==> config.mk <==
export PLATFORM = sky130hd
export DESIGN_NAME = pmem_burst_adapter
export DESIGN_NICKNAME = d
export VERILOG_FILES = /design/src/rtl/pmem_burst_adapter.sv
export SDC_FILE = /design/constraint.sdc
export NUM_CORES = 1
export LEC_CHECK = 0
export BUFFER_PORTS_ARGS = -buffer_cell sky130_fd_sc_hd__buf_2
export CAP_MARGIN = 0
export CORE_AREA = 4 4 273 275
export DETAILED_ROUTE_END_ITERATION = 16
export DIE_AREA = 0 0 277 279
export HOLD_SLACK_MARGIN = 0.06
export MAX_ROUTING_LAYER = met4
export PLACE_DENSITY = 0.68
export SLEW_MARGIN = 20
export SYNTH_ARGS = -nofsm -noshare
export SYNTH_HDL_FRONTEND = slang
export SYNTH_SLANG_ARGS = --single-unit
==> constraint.sdc <==
create_clock -name clk -period 1.8 [get_ports clk]
set_input_delay 0.27 -clock clk [delete_from_list [all_inputs] [get_ports clk]]
set_output_delay 0.27 -clock clk [all_outputs]
set_load 0.02 [all_outputs]
==> src/rtl/pmem_burst_adapter.sv <==
// Cache-line to memory-burst adapter: turns one 256-bit line read/write into a
// 4-beat 64-bit burst and returns a single-cycle line response upstream.
module pmem_burst_adapter #(
  parameter int BEATS      = 4,
  parameter int BEAT_WIDTH = 64,
  parameter int LINE_WIDTH = 256
) (
  input  logic                  clk,
  input  logic                  rst_n,
  input  logic                  line_read,
  input  logic                  line_write,
  input  logic [31:0]           line_address,
  input  logic [LINE_WIDTH-1:0] line_wdata,
  output logic [LINE_WIDTH-1:0] line_rdata,
  output logic                  line_resp,
  output logic                  burst_read,
  output logic                  burst_write,
  output logic [31:0]           burst_address,
  output logic [BEAT_WIDTH-1:0] burst_wdata,
  input  logic [BEAT_WIDTH-1:0] burst_rdata,
  input  logic                  burst_resp
);

  localparam int CNT_W = (BEATS > 1) ? $clog2(BEATS) : 1;
  localparam logic [CNT_W-1:0] LAST_BEAT = CNT_W'(BEATS - 1);

  typedef enum logic [1:0] {
    IDLE  = 2'd0,
    READ  = 2'd1,
    WRITE = 2'd2,
    DONE  = 2'd3
  } state_t;

  state_t                state_r;
  logic [CNT_W-1:0]      cnt_r;
  logic [LINE_WIDTH-1:0] wdata_r;

  function automatic logic [BEAT_WIDTH-1:0] beat_of(input logic [LINE_WIDTH-1:0] line,
                                                     input logic [CNT_W-1:0] idx);
    beat_of = '0;
    for (int i = 0; i < BEATS; i++) begin
      if (idx == CNT_W'(i)) begin
        beat_of = line[i*BEAT_WIDTH +: BEAT_WIDTH];
      end
    end
  endfunction

  // Burst sequencer; every output is a register so nothing upstream leaks straight to memory.
  always_ff @(posedge clk) begin
    if (!rst_n) begin
      state_r       <= IDLE;
      cnt_r         <= '0;
      wdata_r       <= '0;
      line_rdata    <= '0;
      line_resp     <= 1'b0;
      burst_read    <= 1'b0;
      burst_write   <= 1'b0;
      burst_address <= 32'h0000_0000;
      burst_wdata   <= '0;
    end else begin
      line_resp <= 1'b0;
      case (state_r)
        IDLE: begin
          cnt_r <= '0;
          // Read has priority; a held write is picked up after the read completes.
          if (line_read) begin
            state_r       <= READ;
            burst_read    <= 1'b1;
            burst_address <= {line_address[31:5], 5'b00000};
          end else if (line_write) begin
            state_r       <= WRITE;
            burst_write   <= 1'b1;
            burst_address <= {line_address[31:5], 5'b00000};
            wdata_r       <= line_wdata;
            burst_wdata   <= line_wdata[BEAT_WIDTH-1:0];
          end else begin
            state_r <= IDLE;
          end
        end
        READ: begin
          if (burst_resp) begin
            for (int i = 0; i < BEATS; i++) begin
              if (cnt_r == CNT_W'(i)) begin
                line_rdata[i*BEAT_WIDTH +: BEAT_WIDTH] <= burst_rdata;
              end
            end
            if (cnt_r == LAST_BEAT) begin
              state_r    <= DONE;
              burst_read <= 1'b0;
              line_resp  <= 1'b1;
            end else begin
              cnt_r <= cnt_r + CNT_W'(1);
            end
          end
        end
        WRITE: begin
          if (burst_resp) begin
            if (cnt_r == LAST_BEAT) begin
              state_r     <= DONE;
              burst_write <= 1'b0;
              line_resp   <= 1'b1;
            end else begin
              cnt_r       <= cnt_r + CNT_W'(1);
              burst_wdata <= beat_of(wdata_r, cnt_r + CNT_W'(1));
            end
          end
        end
        DONE: begin
          state_r <= IDLE;
          cnt_r   <= '0;
        end
        default: begin
          state_r     <= IDLE;
          cnt_r       <= '0;
          burst_read  <= 1'b0;
          burst_write <= 1'b0;
        end
      endcase
    end
  end

endmodule

==> results of run 1 <==
[metrics by stage]
step	instance area (sq um)	hold slack (ns)	setup slack, ns	util
after global placement	30300	0.440	-0.112	0.419
after floorplan	25000	0.405	0.00545	-
after detailed placement	30300	0.445	-0.126	0.419
after CTS	36600	0.177	-0.00204	0.506
after global routing	37600	0.217	-0.0852	0.519
final	37600	0.221	-0.0496	0.519
[per-layer routing]
metal / wire length, um / global-route usage
met3: 9280 / 0.0664
met5: 0 / -
met4: 6510 / 0.125
met1: 40300 / 0.289
met2: 50000 / 0.413
[repair_timing]
action | CTS | global route
hold buffers | 349 | 0
endpoints found under the hold margin | 541 | 0
gates resized for setup | 81 | 157
cloned | 2 | 20
pin swaps | 5 | 8
endpoints found under the setup margin | 155 | 282
setup buffers | 7 | 9
[worst paths after layout]
kind | slack [ns] | end | cells after the start | start
worst max-delay path | -0.05 | burst_wdata[23] | 7 | cnt_r[0]
worst min-delay path | 0.22 | state_r[1] | 5 | burst_resp
worst max register to register | -0.05 | burst_wdata[23] | 7 | cnt_r[0]
worst min register to register | 0.46 | line_rdata[190] | 2 | line_rdata[190]
[worst max-delay path, delay by kind of cell, from the launching register on]
family	cells	cell delay, ns
AO/OA/AOI/OAI	3	0.79
flip-flops	1	0.35
adder cells (fa/ha/maj)	1	0.17
buffers and inverters	3	0.42
[registers in the layout, indices dropped and copies added (netlist names)]
| name | flops |
|---|---|
| cnt_r | 2 |
| burst_address | 27 |
| wdata_r | 256 |
| burst_wdata | 64 |
| line_resp | 1 |
| burst_write | 1 |
| burst_read | 1 |
| line_rdata | 256 |
| state_r | 2 |
[synth_stat cells, types with 5 or more instances]
cell	n	area, sq um
nand3_1	5	25.0
a32o_1	64	641
clkbuf_1	120	450
o21ai_0	65	325
o311ai_0	58	508
dfxtp_1	610	12200
buf_2	96	480
a221oi_1	64	561
a21boi_1	96	721
buf_8	6	90.1
buf_4	28	210
nand2_1	1147	4310
a21oi_1	5	25.0
buf_1	5	18.8
nor2_1	8	30.0
ha_1	11	138
o311ai_1	6	52.6
a21boi_0	445	3340
inv_1	71	267
nor2b_1	64	400
[cell usage in the layout (no fill, tap or decap), types with 6 or more instances in the layout]
cell and n:
nand2_1 1146, buf_2 700, dfxtp_1 606, a21boi_0 381, dlygate4sd3_1 349, a21boi_1 153, buf_4 89, clkbuf_16 87
inv_1 67, o21ai_0 65, nor2b_1 64, a32o_1 64, o311ai_1 58, buf_12 56, a221oi_2 44, clkbuf_1 15
clkbuf_8 15, buf_6 15, a221oi_1 14, diode_2 11, clkinv_2 10, nor2_1 8, a221oi_4 6, a21boi_2 6
ha_1 6, buf_16 6
[where the power goes]
part           total [uW]  internal, uW  switching (uW)
sequential          15600         14800             835
clock               15000          8780            6250
combinational       11200          4800            6420
total               41900         28400           13500
[logic make-up (layout without fill, tap and decap cells)]
| kind of cell | Yosys count | count (layout) | share of synthesized area |
|---|---|---|---|
| buffers and inverters | 328 | 1435 | 0.0614 |
| and+or+nand+nor | 1236 | 1236 | 0.194 |
| AOI/OAI and AO/OA | 809 | 809 | 0.249 |
| DFF | 610 | 610 | 0.489 |
| xor gates and xnor gates | 1 | 1 | 0.000351 |
| adders and majority gates | 11 | 11 | 0.00551 |
| other | 1 | 16 | 0.000150 |
[final cells by class]
type                    instances  area [sq um]
diodes                         11          27.5
clock buffers                 101          2040
clock inverters                28           435
fillers                      6334         34800
inverters                      71           267
multi-input cells            2062         11800
flip-flops and latches        610         12200
well taps                     959          1200
repair buffers               1235          9580
==> impl_metrics.csv, run 1 <==
group,metric,value,unit
drt,vias,26500,
setup_path,crit_path_max_incr_delay,0.37,ns
sta,setup_viol,6,
setup_path,critPathRequiredTime,2.32,ns
drt,routedWlPerCell,20.9,um
synth,synth-warning-count,0,
sta,tightest_slew,0.511,ns
synth,syn_area,0.0250,sq mm
synth,synth-seq-cells,610,
drt,vias_per_cell,5.22,
clocking,cts_buffers,71,
clocking,cts_tree,"done",
floorplanning,die_area,0.0773,sq mm
global_route,antenna_found_initial,10,
global_route,grt_usage,0.253,
global_route,grt_pass1_vias,25600,
pwr,total_power,41900,uW
setup_path,worst_setup_path_end_kind,"flop",
sta,tns,-0.0903,ns
synth,synth-edff-count,0,
floorplanning,boundaryPins,712,
setup_path,arrival,2.36,ns
floorplanning,die_x,277,um
pwr,p_leak,0.0154,uW
sta,slew_headroom,0.659,
run,max_cap_violations,0,
sta,period_share,1.03,
place,io_buffer_count,701,
pwr,vdd.ir_drop.worst,0.808,mV
synth,synthArstFlopShare,0,
setup_path,cp_slowest_cell,"a221oi_1",
synth,avgSynthCellArea,8.33,sq um
floorplanning,coreArea,0.0723,sq mm
sta,setup_ws,-0.0496,ns
status,status,"finished, violations left",
synth,syn_inst,2996,
synth,ys_types,34,
clocking,cts_max_path_buffers,3,
pwr,power_density,1110,mW/mm^2
sta,slew_viol_final,0,
setup_path,path_class,"reg2reg",
global_route,overflow,0,
global_route,grt_max_degree,70,
synth,ys.flop_type,"dfxtp_1",
place,placedCellCount,4551,
setup_path,cp_max_fo,11,
clocking,insertion_delay,0.63,ns
clocking,clkSinkCount,610,
sta,max_freq,541,MHz
floorplanning,fp-row-count,99,
setup_path,crit_chain,"inv_2, ha_4, buf_12, buf_4, a221oi_1, o311ai_1, a32o_1",
synth,synth.yosys.seq_area_share,0.489,
final_layout,fin_nets,4419,
final_layout,area_delta_synth_final,50.5,%
place,post-dp-hpwl,67900,um
worst_hold_path,hold_path_class,"in2reg",
drt,drc,0,
floorplanning,start_util,0.345,
clocking,htreeDepth,3,
drt,drtPass1Iterations,6,
floorplanning,die_height,279,um
status,violations,"negative setup slack",
global_route,grt_pass1_wl,151000,um
final_layout,drive_above_1_share,0.266,
clocking,root_buffer,"clkbuf_16",
clocking,cts.clk_slew.worst_paths,0.06,ns
sta,skew,0.0292,ns
setup_path,start_kind,"flop",
sta,fin_crit,1.85,ns
drt,finalWirelength,106000,um
sta,rsz0062_at_grt,"yes",
drt,drtAntennaViolNets,0,
place,place.gp.congestion,0.923,
drt,drt_iter0_markers,2367,
sta,hold_violations,0,
final_layout,instances_no_fill,5077,
(Power assumes the default switching activity.)
==> run 2: changes to the inputs <==
GPL_TIMING_DRIVEN = 1   (was unset)
MAX_ROUTING_LAYER = unset   (was met4)
==> run 2 against run 1 <==
The flow still finishes with violations (negative setup slack). Cell area about the same. Worst hold slack better by 0.0011 ns. Sequential cell count unchanged. Count of clock-buffer cells in the layout unchanged. Die area unchanged. Sequential power about the same. Routed wire length about the same. Total power about the same. Register-to-register slack about the same. Setup slack better by 0.0021 ns. Critical endpoint is now burst_wdata[26].
==> impl_metrics.csv, run 2 (synthesis gave the netlist of run 1 again) <==
group,metric,value,unit
drt,finalWirelength,106000,um
drt,drtPass1Iterations,8,
sta,tightest_slew,0.511,ns
final_layout,final-seq-area,0.0122,sq mm
sta,skew,0.0309,ns
place,io_buffer_count,701,
status,violations,"negative setup slack",
clocking,htreeDepth,3,
pwr,p_leak,0.0154,uW
final_layout,final_core_util,0.519,
drt,vias_per_cell,5.23,
worst_hold_path,hold_path_class,"in2reg",
drt,vias,26500,
global_route,grt_usage,0.246,
sta,fin_crit,1.85,ns
setup_path,start_kind,"flop",
setup_path,arrival,2.34,ns
sta,period_share,1.03,
clocking,cts.clk_slew.worst_paths,0.06,ns
sta,slew_headroom,0.660,
final_layout,top_regs,"line_rdata: 256 flops, wdata_r: 256 flops, burst_wdata: 64 flops",
setup_path,cp-startpoint,"cnt_r[1]",
setup_path,rr_worst_depth,8,
setup_path,worst_setup_path_end_kind,"flop",
final_layout,area_delta_synth_final,50.4,%
clocking,cts_buffers,71,
final_layout,drive_above_1_share,0.266,
final_layout,multi_input_area,0.0118,sq mm
drt,routedWlPerCell,20.9,um
final_layout,final_common_cell,"nand2_1",
pwr,vdd.ir_drop.worst,0.804,mV
pwr,power_density,1110,mW/mm^2
clocking,cts_max_path_buffers,3,
global_route,grt_pass1_vias,25500,
floorplanning,die_x,277,um
final_layout,nFillCells,6335,
final_layout,fin_nets,4418,
clocking,clkSinkCount,610,
sta,whs,0.222,ns
place,placedCellCount,4551,
setup_path,crit_path_max_incr_delay,0.34,ns
setup_path,critPathRequiredTime,2.30,ns
setup_path,cp_slowest_cell,"dfxtp_2",
setup_path,regToRegStartpoint,"cnt_r[1]",
drt,drt_iter0_markers,2336,
drt,drc,0,
setup_path,crit_chain,"inv_2, buf_6, ha_4, buf_12, buf_4, a221oi_2, o311ai_1, a32o_1",
setup_path,path_class,"reg2reg",
floorplanning,die_area,0.0773,sq mm
sta,setup_viol,4,
floorplanning,start_util,0.345,
global_route,grt_max_degree,70,
sta,max_freq,541,MHz
final_layout,design_area,0.0376,sq mm
sta,rsz0062_at_grt,"yes",
floorplanning,fp-row-count,99,
floorplanning,coreArea,0.0723,sq mm
drt,drtAntennaViolNets,0,
worst_hold_path,hp-start,"burst_resp",
floorplanning,boundaryPins,712,
global_route,antenna_found_initial,10,
place,placed_cell_area,0.0303,sq mm
run,max_cap_violations,0,
sta,setup_ws,-0.0475,ns
final_layout,instances_no_fill,5075,
global_route,grt_pass1_wl,151000,um
global_route,overflow,0,
place,post-dp-hpwl,67900,um
clocking,root_buffer,"clkbuf_16",
sta,hold_violations,0,
place,place.gp.congestion,0.907,
status,status,"finished, violations left",
clocking,cts_tree,"done",
final_layout,mostFrequentLayoutCells,"nand2_1, buf_2, dfxtp_1",
floorplanning,die_height,279,um
setup_path,cp_max_fo,13,
pwr,total_power,41800,uW
clocking,insertion_delay,0.62,ns
worst_hold_path,hold_depth,5,
sta,slew_viol_final,0,
## run 2: cell count changes in the layout (fill, tap and decap cells not counted), sizes merged
cell    change
clkbuf      -1
diode       -1
## run 2: per-stage QoR
| stage | setup slack (ns) | TNS [ns] |
|---|---|---|
| global route | -0.111 | -2.50 |
| CTS | -0.00204 | -0.00376 |
| global placement | -0.112 | -2.63 |
| detailed placement | -0.126 | -4.77 |
| floorplan | 0.00545 | 0 |
| finish | -0.0475 | -0.0785 |
## run 2: final cells by class
cell class                 count  area share
sequential                   610       0.325
multi-input combinational   2062       0.315
timing repair buffer        1234       0.254
clock buffer                 101      0.0543
tap                          959      0.0320
clock inverter                28      0.0116
inverter                      71     0.00710
antenna                       10    0.000666
## run 2: critical path: cells and delay by family (launching register included)
| family | cells | cell delay (ns) |
|---|---|---|
| AO/OA/AOI/OAI | 3 | 0.66 |
| adder cells (fa/ha/maj) | 1 | 0.18 |
| buffers and inverters | 4 | 0.54 |
| flip-flops | 1 | 0.34 |
## run 2: worst paths after layout
kind / to / slack (ns)
max: burst_wdata[26] / -0.05
min: state_r[1] / 0.22
max reg2reg: burst_wdata[26] / -0.05
min reg2reg: wdata_r[189] / 0.45
## run 2: metal layers
| layer | vias up | global-route usage | wire (um) |
|---|---|---|---|
| met5 | - | 0 | 13 |
| met4 | 2 | 0.123 | 6590 |
| met3 | 401 | 0.0661 | 9560 |
| met2 | 1479 | 0.413 | 49800 |
| met1 | 12500 | 0.290 | 40000 |
| li1 | 12100 | - | - |
## run 2: power breakdown
part	switching (uW)	internal (uW)
logic	6420	4800
registers	835	14800
clock network	6240	8780
total	13500	28400
## run 2: timing repair
| item | CTS | global route |
|---|---|---|
| hold endpoints to repair | 541 | 0 |
| hold buffers | 349 | 0 |
| gates resized for setup | 81 | 155 |
| endpoints found under the setup margin | 155 | 286 |
| pin swaps | 5 | 9 |
| cloned | 2 | 18 |
| buffers inserted | 7 | 10 |
